**config.mk**
```make
export PLATFORM = sky130hd
export DESIGN_NAME = branch_predictor
export DESIGN_NICKNAME = d
export VERILOG_FILES = /design/src/rtl/branch_predictor.sv
export SDC_FILE = /design/constraint.sdc
export NUM_CORES = 2
export LEC_CHECK = 0
export CAP_MARGIN = 20
export CORE_MARGIN = 2
export CORE_UTILIZATION = 45
export DETAILED_ROUTE_END_ITERATION = 8
export DONT_BUFFER_PORTS = 1
export PLACE_DENSITY = 0.62
export SLEW_MARGIN = 10
export SYNTH_ARGS = -nofsm -noshare
export SYNTH_HDL_FRONTEND = slang
export SYNTH_SLANG_ARGS = --single-unit
```
**constraint.sdc**
```tcl
create_clock -name Clk -period 9.2 [get_ports Clk]
set_input_delay 1.84 -clock Clk [delete_from_list [all_inputs] [get_ports Clk]]
set_output_delay 1.84 -clock Clk [all_outputs]
set_load 0.01 [all_outputs]
```
**src/rtl/branch_predictor.sv**
```systemverilog
// Direct-mapped branch target buffer with per-entry saturating history
// counters. Lookup is combinational from registered state; training from
// the resolving stage lands on the next rising edge. Two saturating
// performance counters track accepted updates and mispredicts.
module branch_predictor #(
    parameter int XLEN     = 32,
    parameter int ENTRIES  = 64,
    parameter int TAG_BITS = 8,
    parameter int CTR_BITS = 2,
    parameter int CNT_W    = 16
) (
    input  logic                Clk,
    input  logic                Reset,
    input  logic [XLEN-1:0]     lookup_pc,
    output logic                hit,
    output logic                predict_taken,
    output logic [XLEN-1:0]     predict_target,
    input  logic                update_valid,
    input  logic [XLEN-1:0]     update_pc,
    input  logic                update_taken,
    input  logic [XLEN-1:0]     update_target,
    input  logic                update_mispredict,
    input  logic                flush_all,
    output logic [CNT_W-1:0]    perf_updates,
    output logic [CNT_W-1:0]    perf_mispredicts
);

    localparam int IDX = $clog2(ENTRIES);

    localparam logic [CTR_BITS-1:0] CTR_MAX  = {CTR_BITS{1'b1}};
    localparam logic [CTR_BITS-1:0] CTR_WEAK = CTR_BITS'(1) << (CTR_BITS - 1);
    localparam logic [CNT_W-1:0]    CNT_MAX  = {CNT_W{1'b1}};

    // Table state.
    logic [ENTRIES-1:0]  valid_q;
    logic [TAG_BITS-1:0] tag_q    [ENTRIES];
    logic [XLEN-1:0]     target_q [ENTRIES];
    logic [CTR_BITS-1:0] ctr_q    [ENTRIES];

    // Performance counters.
    logic [CNT_W-1:0] perf_upd_q, perf_upd_d;
    logic [CNT_W-1:0] perf_mis_q, perf_mis_d;

    // Address split: word index below, tag above it, byte offset ignored.
    logic [IDX-1:0]      lk_idx, upd_idx;
    logic [TAG_BITS-1:0] lk_tag, upd_tag;

    assign lk_idx  = lookup_pc[IDX+1:2];
    assign lk_tag  = lookup_pc[IDX+1+TAG_BITS:IDX+2];
    assign upd_idx = update_pc[IDX+1:2];
    assign upd_tag = update_pc[IDX+1+TAG_BITS:IDX+2];

    // The byte offset and the bits above the tag never take part.
    logic unused_pc_bits;
    assign unused_pc_bits = ^{lookup_pc, update_pc};

    // Lookup path: purely combinational from the registered table, so a
    // same-cycle update to the same slot is seen only from the next cycle.
    logic lk_hit;
    assign lk_hit         = valid_q[lk_idx] && (tag_q[lk_idx] == lk_tag);
    assign hit            = lk_hit;
    assign predict_taken  = lk_hit && ctr_q[lk_idx][CTR_BITS-1];
    assign predict_target = predict_taken ? target_q[lk_idx]
                                          : lookup_pc + XLEN'(4);

    // Training path: the resolving branch's current slot contents.
    logic                upd_hit;
    logic [CTR_BITS-1:0] upd_ctr_q, upd_ctr_d;

    assign upd_hit   = valid_q[upd_idx] && (tag_q[upd_idx] == upd_tag);
    assign upd_ctr_q = ctr_q[upd_idx];

    // Saturating step of the history counter toward the actual outcome.
    always_comb begin
        // NOTE: every always_comb output gets a default first so no path
        // leaves it unassigned and a latch is never inferred.
        upd_ctr_d = upd_ctr_q;
        if (update_taken) begin
            if (upd_ctr_q != CTR_MAX) upd_ctr_d = upd_ctr_q + CTR_BITS'(1);
        end else begin
            if (upd_ctr_q != '0) upd_ctr_d = upd_ctr_q - CTR_BITS'(1);
        end
    end

    // Table write: reset clears all, flush drops valids and wins over
    // training, otherwise hit-train or allocate-on-taken-miss.
    always_ff @(posedge Clk) begin
        if (!Reset) begin
            // NOTE: the table arrays are reset explicitly because a freshly
            // reset predictor must expose all-zero entries; this forces
            // flops rather than a RAM with no reset port.
            valid_q <= '0;
            for (int i = 0; i < ENTRIES; i++) begin
                tag_q[i]    <= '0;
                target_q[i] <= '0;
                ctr_q[i]    <= '0;
            end
        end else if (flush_all) begin
            valid_q <= '0;
        end else if (update_valid) begin
            if (upd_hit) begin
                // NOTE: non-blocking writes keep every read in this cycle on
                // the pre-edge value, which gives the read-old behaviour.
                ctr_q[upd_idx] <= upd_ctr_d;
                if (update_taken) target_q[upd_idx] <= update_target;
            end else if (update_taken) begin
                valid_q[upd_idx]  <= 1'b1;
                tag_q[upd_idx]    <= upd_tag;
                target_q[upd_idx] <= update_target;
                ctr_q[upd_idx]    <= CTR_WEAK;
            end
        end
    end

    // Next values of the saturating performance counters.
    always_comb begin
        perf_upd_d = perf_upd_q;
        perf_mis_d = perf_mis_q;
        if (update_valid) begin
            if (perf_upd_q != CNT_MAX) perf_upd_d = perf_upd_q + CNT_W'(1);
            if (update_mispredict && (perf_mis_q != CNT_MAX))
                perf_mis_d = perf_mis_q + CNT_W'(1);
        end
    end

    // Performance counter registers; a flush does not stop counting.
    always_ff @(posedge Clk) begin
        if (!Reset) begin
            perf_upd_q <= '0;
            perf_mis_q <= '0;
        end else begin
            perf_upd_q <= perf_upd_d;
            perf_mis_q <= perf_mis_d;
        end
    end

    assign perf_updates     = perf_upd_q;
    assign perf_mispredicts = perf_mis_q;

endmodule

```
=== Word level (Yosys, flattened, before mapping) ===
Memories as Yosys holds them, arrays and structs flattened.
Cells that the tools add are included.

* Add/subtract/negate cells: 5
* Order comparisons: 3
* Equal/unequal tests: 5
* Muxes and demuxes: 38
* Bitwise operators: 5
* Reductions and logical operators: 13

{| class="wikitable"
|+ Operators by type and width
! cell !! number
|-
| 2-to-1 mux 32 bit || 3
|-
| bitwise OR 64 bit || 1
|-
| adder 16 x 1 -> 16 bit, second input constant || 2
|-
| adder 32 x 3 -> 32 bit, second input constant || 1
|-
| inequality test 16 bit, second input constant || 2
|-
| OR reduction 32 bit || 1
|-
| 2-to-1 mux 1 bit || 23
|-
| 2-to-1 mux 6 bit || 3
|-
| == test 8 bit || 2
|-
| less-than comparator 6 x 7 -> 1 bit, second input constant || 2
|-
| binary-select mux 1 bit (select 6 bit) || 2
|-
| 2-to-1 mux 2 bit || 5
|-
| 2-to-1 mux 8 bit || 1
|-
| OR reduction 8 bit || 1
|-
| demux 1 bit (select 6 bit) || 1
|-
| >= comparator 6 x 1 -> 1 bit, second input constant || 1
|-
| logical AND 1 bit || 5
|-
| AND reduction 2 bit || 2
|-
| OR reduction 2 bit || 2
|-
| AND reduction 3 bit || 1
|-
| adder 2 x 1 -> 2 bit, second input constant || 1
|-
| inequality test 2 bit, second input constant || 1
|-
| inverter 1 bit || 2
|-
| bitwise OR 1 bit || 2
|-
| other kinds (2) || 2
|}

* Register bits: 96
* RAM bits: 2688
* Input bits: 102
* Word-level logic and storage cells: 75
* Memories kept: 3

{| class="wikitable"
|+ Memory list
! memory !! depth !! bits a word !! read ports !! clocked after memory_dff !! write ports !! line !! source
|-
| target_q || 64 || 32 || 1 || 0 || 64 || 37 || <nowiki>logic [XLEN-1:0] target_q [ENTRIES];</nowiki>
|-
| tag_q || 64 || 8 || 2 || 0 || 64 || 36 || <nowiki>logic [TAG_BITS-1:0] tag_q [ENTRIES];</nowiki>
|-
| ctr_q || 64 || 2 || 2 || 0 || 64 || 38 || <nowiki>logic [CTR_BITS-1:0] ctr_q [ENTRIES];</nowiki>
|}

=== Longest topological paths before layout ===
* Depth in word-level cells: 11
* Depth in mapped cells: 19

=== Worst setup path before layout ===
Ideal clock, no wire load.

* Path type: input to output
* From: input lookup_pc[2]
* To: output predict_target[0]
* Arrival: 5.401 ns
* Required time: 7.360 ns
* Path slack: 1.959 ns
* Stages: 12
* Path buffers: 8
* Cells stage by stage: buf_6 buf_12 buf_4 buf_6 buf_6 buf_6 clkbuf_1 clkbuf_1 mux4_2 mux4_2 mux4_2 mux2_2

* Cells in the longest elaborated chain, start to end: 5
* Elaborated cells between the ends (all ways): 9

{| class="wikitable"
|+ Ends and longest elaborated chain
! item !! line !! source
|-
| from (decl) || 14 || <nowiki>input logic [XLEN-1:0] lookup_pc,</nowiki>
|-
| memory read (64 x 8 bit) or binary-select mux 1 bit (select 6 bit) (tied branches) || -- ||
|-
| == test 8 bit or 2-to-1 mux 1 bit (tied branches) || 60 || <nowiki>assign lk_hit = valid_q[lk_idx] && (tag_q[lk_idx] == lk_tag);</nowiki>
|-
| logical AND 1 bit || 60 ||
|-
| logical AND 1 bit || 62 || <nowiki>assign predict_taken = lk_hit && ctr_q[lk_idx][CTR_BITS-1];</nowiki>
|-
| 2-to-1 mux 32 bit * || 63 || <nowiki>assign predict_target = predict_taken ? target_q[lk_idx]</nowiki>
|-
| to (decl) || 17 || <nowiki>output logic [XLEN-1:0] predict_target,</nowiki>
|}

Every way passes the cells marked *; elsewhere a longest branch is shown, timed or not. The select of a mux whose other input is x is not followed.

=== Final worst setup path ===
* From: input lookup_pc[3]
* To: output predict_target[31]

The elaborated chain is that of the path after synthesis.

==> results.sh <==
export IMPL_synth_nets=8952
export IMPL_violations="slew limit"
export IMPL_syn_inst=8847
export IMPL_ys_seq_area_share_pct=62.8
export IMPL_start_kind="input pin"
export IMPL_static_leakage_power_uw=0.0491
export IMPL_hold_ws_ns=0.462
export IMPL_netlist_area_sq_um=132000
export IMPL_clk_pin_slew_ns=0.05
export IMPL_cts_tree="built"
export IMPL_top_layer="met5"
export IMPL_ctsRootBufferMaster="clkbuf_16"
export IMPL_hold_viol_final=0
export IMPL_wl_met2_mm=200
export IMPL_drt_antenna_violating_nets=0
export IMPL_grt_pass1_vias=79400
export IMPL_dieHeight_microns=545
export IMPL_synth_yosys_warnings=0
export IMPL_drc=0
export IMPL_rows=198
export IMPL_avgSynthCellArea_sq_um=14.9
export IMPL_fin_cells=12700
export IMPL_num_vias=80900
export IMPL_dr_pass1_iters=6
export IMPL_p_per_area_nw_per_um2=199
export IMPL_slew_viol_final=151
export IMPL_yosys_area_top_type="edfxtp_1"
export IMPL_final_setup_skew_ns=0.0632
export IMPL_route_met3_wl_mm=54.0
export IMPL_numCtsBuffers=308
export IMPL_antenna_found_initial=48
export IMPL_dieArea_sq_um=297000
export IMPL_hpwl_mm=245
export IMPL_setup_viol=0
export IMPL_cap_violations=0
export IMPL_ys_types=71
export IMPL_start_util_pct=45.2
export IMPL_fin_crit_sh_pct=98.4
export IMPL_clk_latency_ns=0.94
export IMPL_grt_pass1_wl_mm=609
export IMPL_postCtsSetupBuffers=0
export IMPL_design_area_sq_um=146000
export IMPL_slew_headroom_pct=-65.2
export IMPL_max_freq_mhz=110
export IMPL_post_route_min_period_ns=9.05
export IMPL_grt_max_degree=675
export IMPL_dr_first_iter_drc_count=13200
export IMPL_final_setup_tns_ns=0
export IMPL_arrival_ns=7.21
export IMPL_rsz0062_at_grt="no"
export IMPL_postLayoutCoreUtil_pct=50.2
export IMPL_clock_tree_buffer_depth=4
export IMPL_hp_class="flop to flop"
export IMPL_drive_above_1_share_pct=20.5
export IMPL_synth_seq_cells=2784
export IMPL_placed_cells=12100
export IMPL_gp_congestion=0.934
export IMPL_crit_type="input pin to output port"
export IMPL_synth_top_cell_area_share_pct=61.4
export IMPL_avgRoutedWirePerCell_microns=34.8
export IMPL_drt_wl_total_mm=442
export IMPL_endpoint_kind="output port"
export IMPL_tightestPinTransition_ns=2.48
export IMPL_area_delta_synth_final_pct=11.0
export IMPL_portBuffers=0
export IMPL_grt_overflow=0
export IMPL_clock_sinks=2784
export IMPL_cts_htree_levels=5
export IMPL_io_pins=168
export IMPL_critPathMaxFanout=89
export IMPL_required_ns=7.36
export IMPL_core_sq_um=291000
export IMPL_synthFlopType="edfxtp_1"
export IMPL_die_w_microns=545
export IMPL_synth_edff_count=2688
export IMPL_ff2ff_setup_slack_ns=3.64
export IMPL_met1_length_mm=163
export IMPL_post_dp_cell_area_sq_um=135000
export IMPL_ys_async_sr_fraction_pct=0
export IMPL_netlist_top_cells_area="edfxtp_1, mux4_2, and2_1, clkbuf_1, nor2_1"
export IMPL_outcome="finished with violations"
export IMPL_peakVddDrop_mv=0.127
export IMPL_via_per_inst=6.37
export IMPL_final_net_count=8624
export IMPL_grt_usage_pct=29.3
where the power goes:
group | switching (uW) | internal, uW
clock | 5310 | 6880
combinational | 1350 | 911
sequential | 195 | 14500
total | 6860 | 22300
registers in the layout, indices dropped and copies added, names as in the netlist:
register	cells
perf_mispredicts	16
tag_q	512
target_q	2048
valid_q	64
ctr_q	128
perf_updates	16
per-stage QoR:
stage	total power (uW)	setup slack, ns
CTS	29000	1.01
detailed placement	17000	1.06
global route	29800	0.158
finish	29100	0.147
floorplan	16400	1.96
global placement	16900	0.869
Yosys cell counts (all sizes together), types with 12 or more instances:
library cell,number
mux4,882
a221oi,59
xor2,19
edfxtp,2688
nor2,641
mux2,98
and2,2080
o22ai,32
nand2,546
a22oi,106
nor4,74
mux2i,100
and3,14
nand3,36
dfxtp,96
o21ai,95
buf,199
nor2b,19
nor3,82
a21oi,41
a31oi,20
or3,12
xnor2,54
clkbuf,673
a22o,27
a211oi,25
nand4,18
worst max-delay path, cell delays in order:
cell and delay [ns]:
buf_16 0.46, buf_16 0.49, buf_16 0.43, mux4_2 0.37, a2111o_1 0.47, o211ai_1 0.46
or3_1 0.21, nand2_1 0.05, or4_1 0.40, or4b_4 0.54, nor4_4 0.45, buf_12 0.37
mux2_2 0.42
kinds of logic (layout without fill, tap and decap cells):
family / Yosys count / in the layout / share of synthesized area [%]
AND/OR/NAND/NOR: 3554 / 3554 / 14.6
flip-flops: 2784 / 2784 / 62.8
multiplexers: 1080 / 1080 / 16.8
buffers and inverters: 883 / 808 / 2.75
AO/OA/AOI/OAI: 470 / 470 / 2.52
XOR/XNOR: 73 / 73 / 0.486
adder cells (fa/ha/maj): 3 / 3 / 0.0285
other: 0 / 38 / 0
cell usage in the layout, fill, tap and decap left out, types with 29 or more instances in the layout:
master,instances
nand3_1,36
dfxtp_1,96
nand2_2,61
nor3_1,76
clkbuf_16,319
nor2_4,64
a21oi_1,39
nor2_1,574
mux2i_1,100
nor4_1,70
edfxtp_1,2688
mux2_4,29
diode_2,38
and2_1,2079
buf_4,196
mux2_2,68
clkinv_2,49
o21ai_0,95
o22ai_1,32
xnor2_1,53
nand2_1,473
a221oi_1,59
clkinv_1,73
clkbuf_1,69
a22oi_1,106
mux4_2,873
metal layers:
metal	vias to the layer above	global-route usage [%]
met5	-	0.130
met2	5705	44.4
met1	41700	39.8
met3	1068	6.81
li1	32400	-
met4	20	14.9
final timing paths:
path | start | endpoint | cells past startpoint
setup / recovery | lookup_pc[3] | predict_target[31] | 13
hold / removal | valid_q[3] | valid_q[3] | 2
setup reg to reg | tag_q[39][3] | tag_q[6][3] | 10
hold reg to reg | valid_q[3] | valid_q[3] | 2
cell type report:
cell class | count | area, sq um
fill | 24100 | 145000
sequential | 2784 | 82600
multi-input combinational | 5180 | 46200
clock buffer | 382 | 8070
tap | 3900 | 4880
timing repair buffer | 234 | 2380
clock inverter | 181 | 1720
antenna | 38 | 95.1
inverter | 11 | 42.5
repair_timing:
item,CTS,global route
gates resized for setup,0,1
setup endpoints to repair,0,34
hold buffers,0,0
No activity file was read; power rests on OpenSTA's default activity.
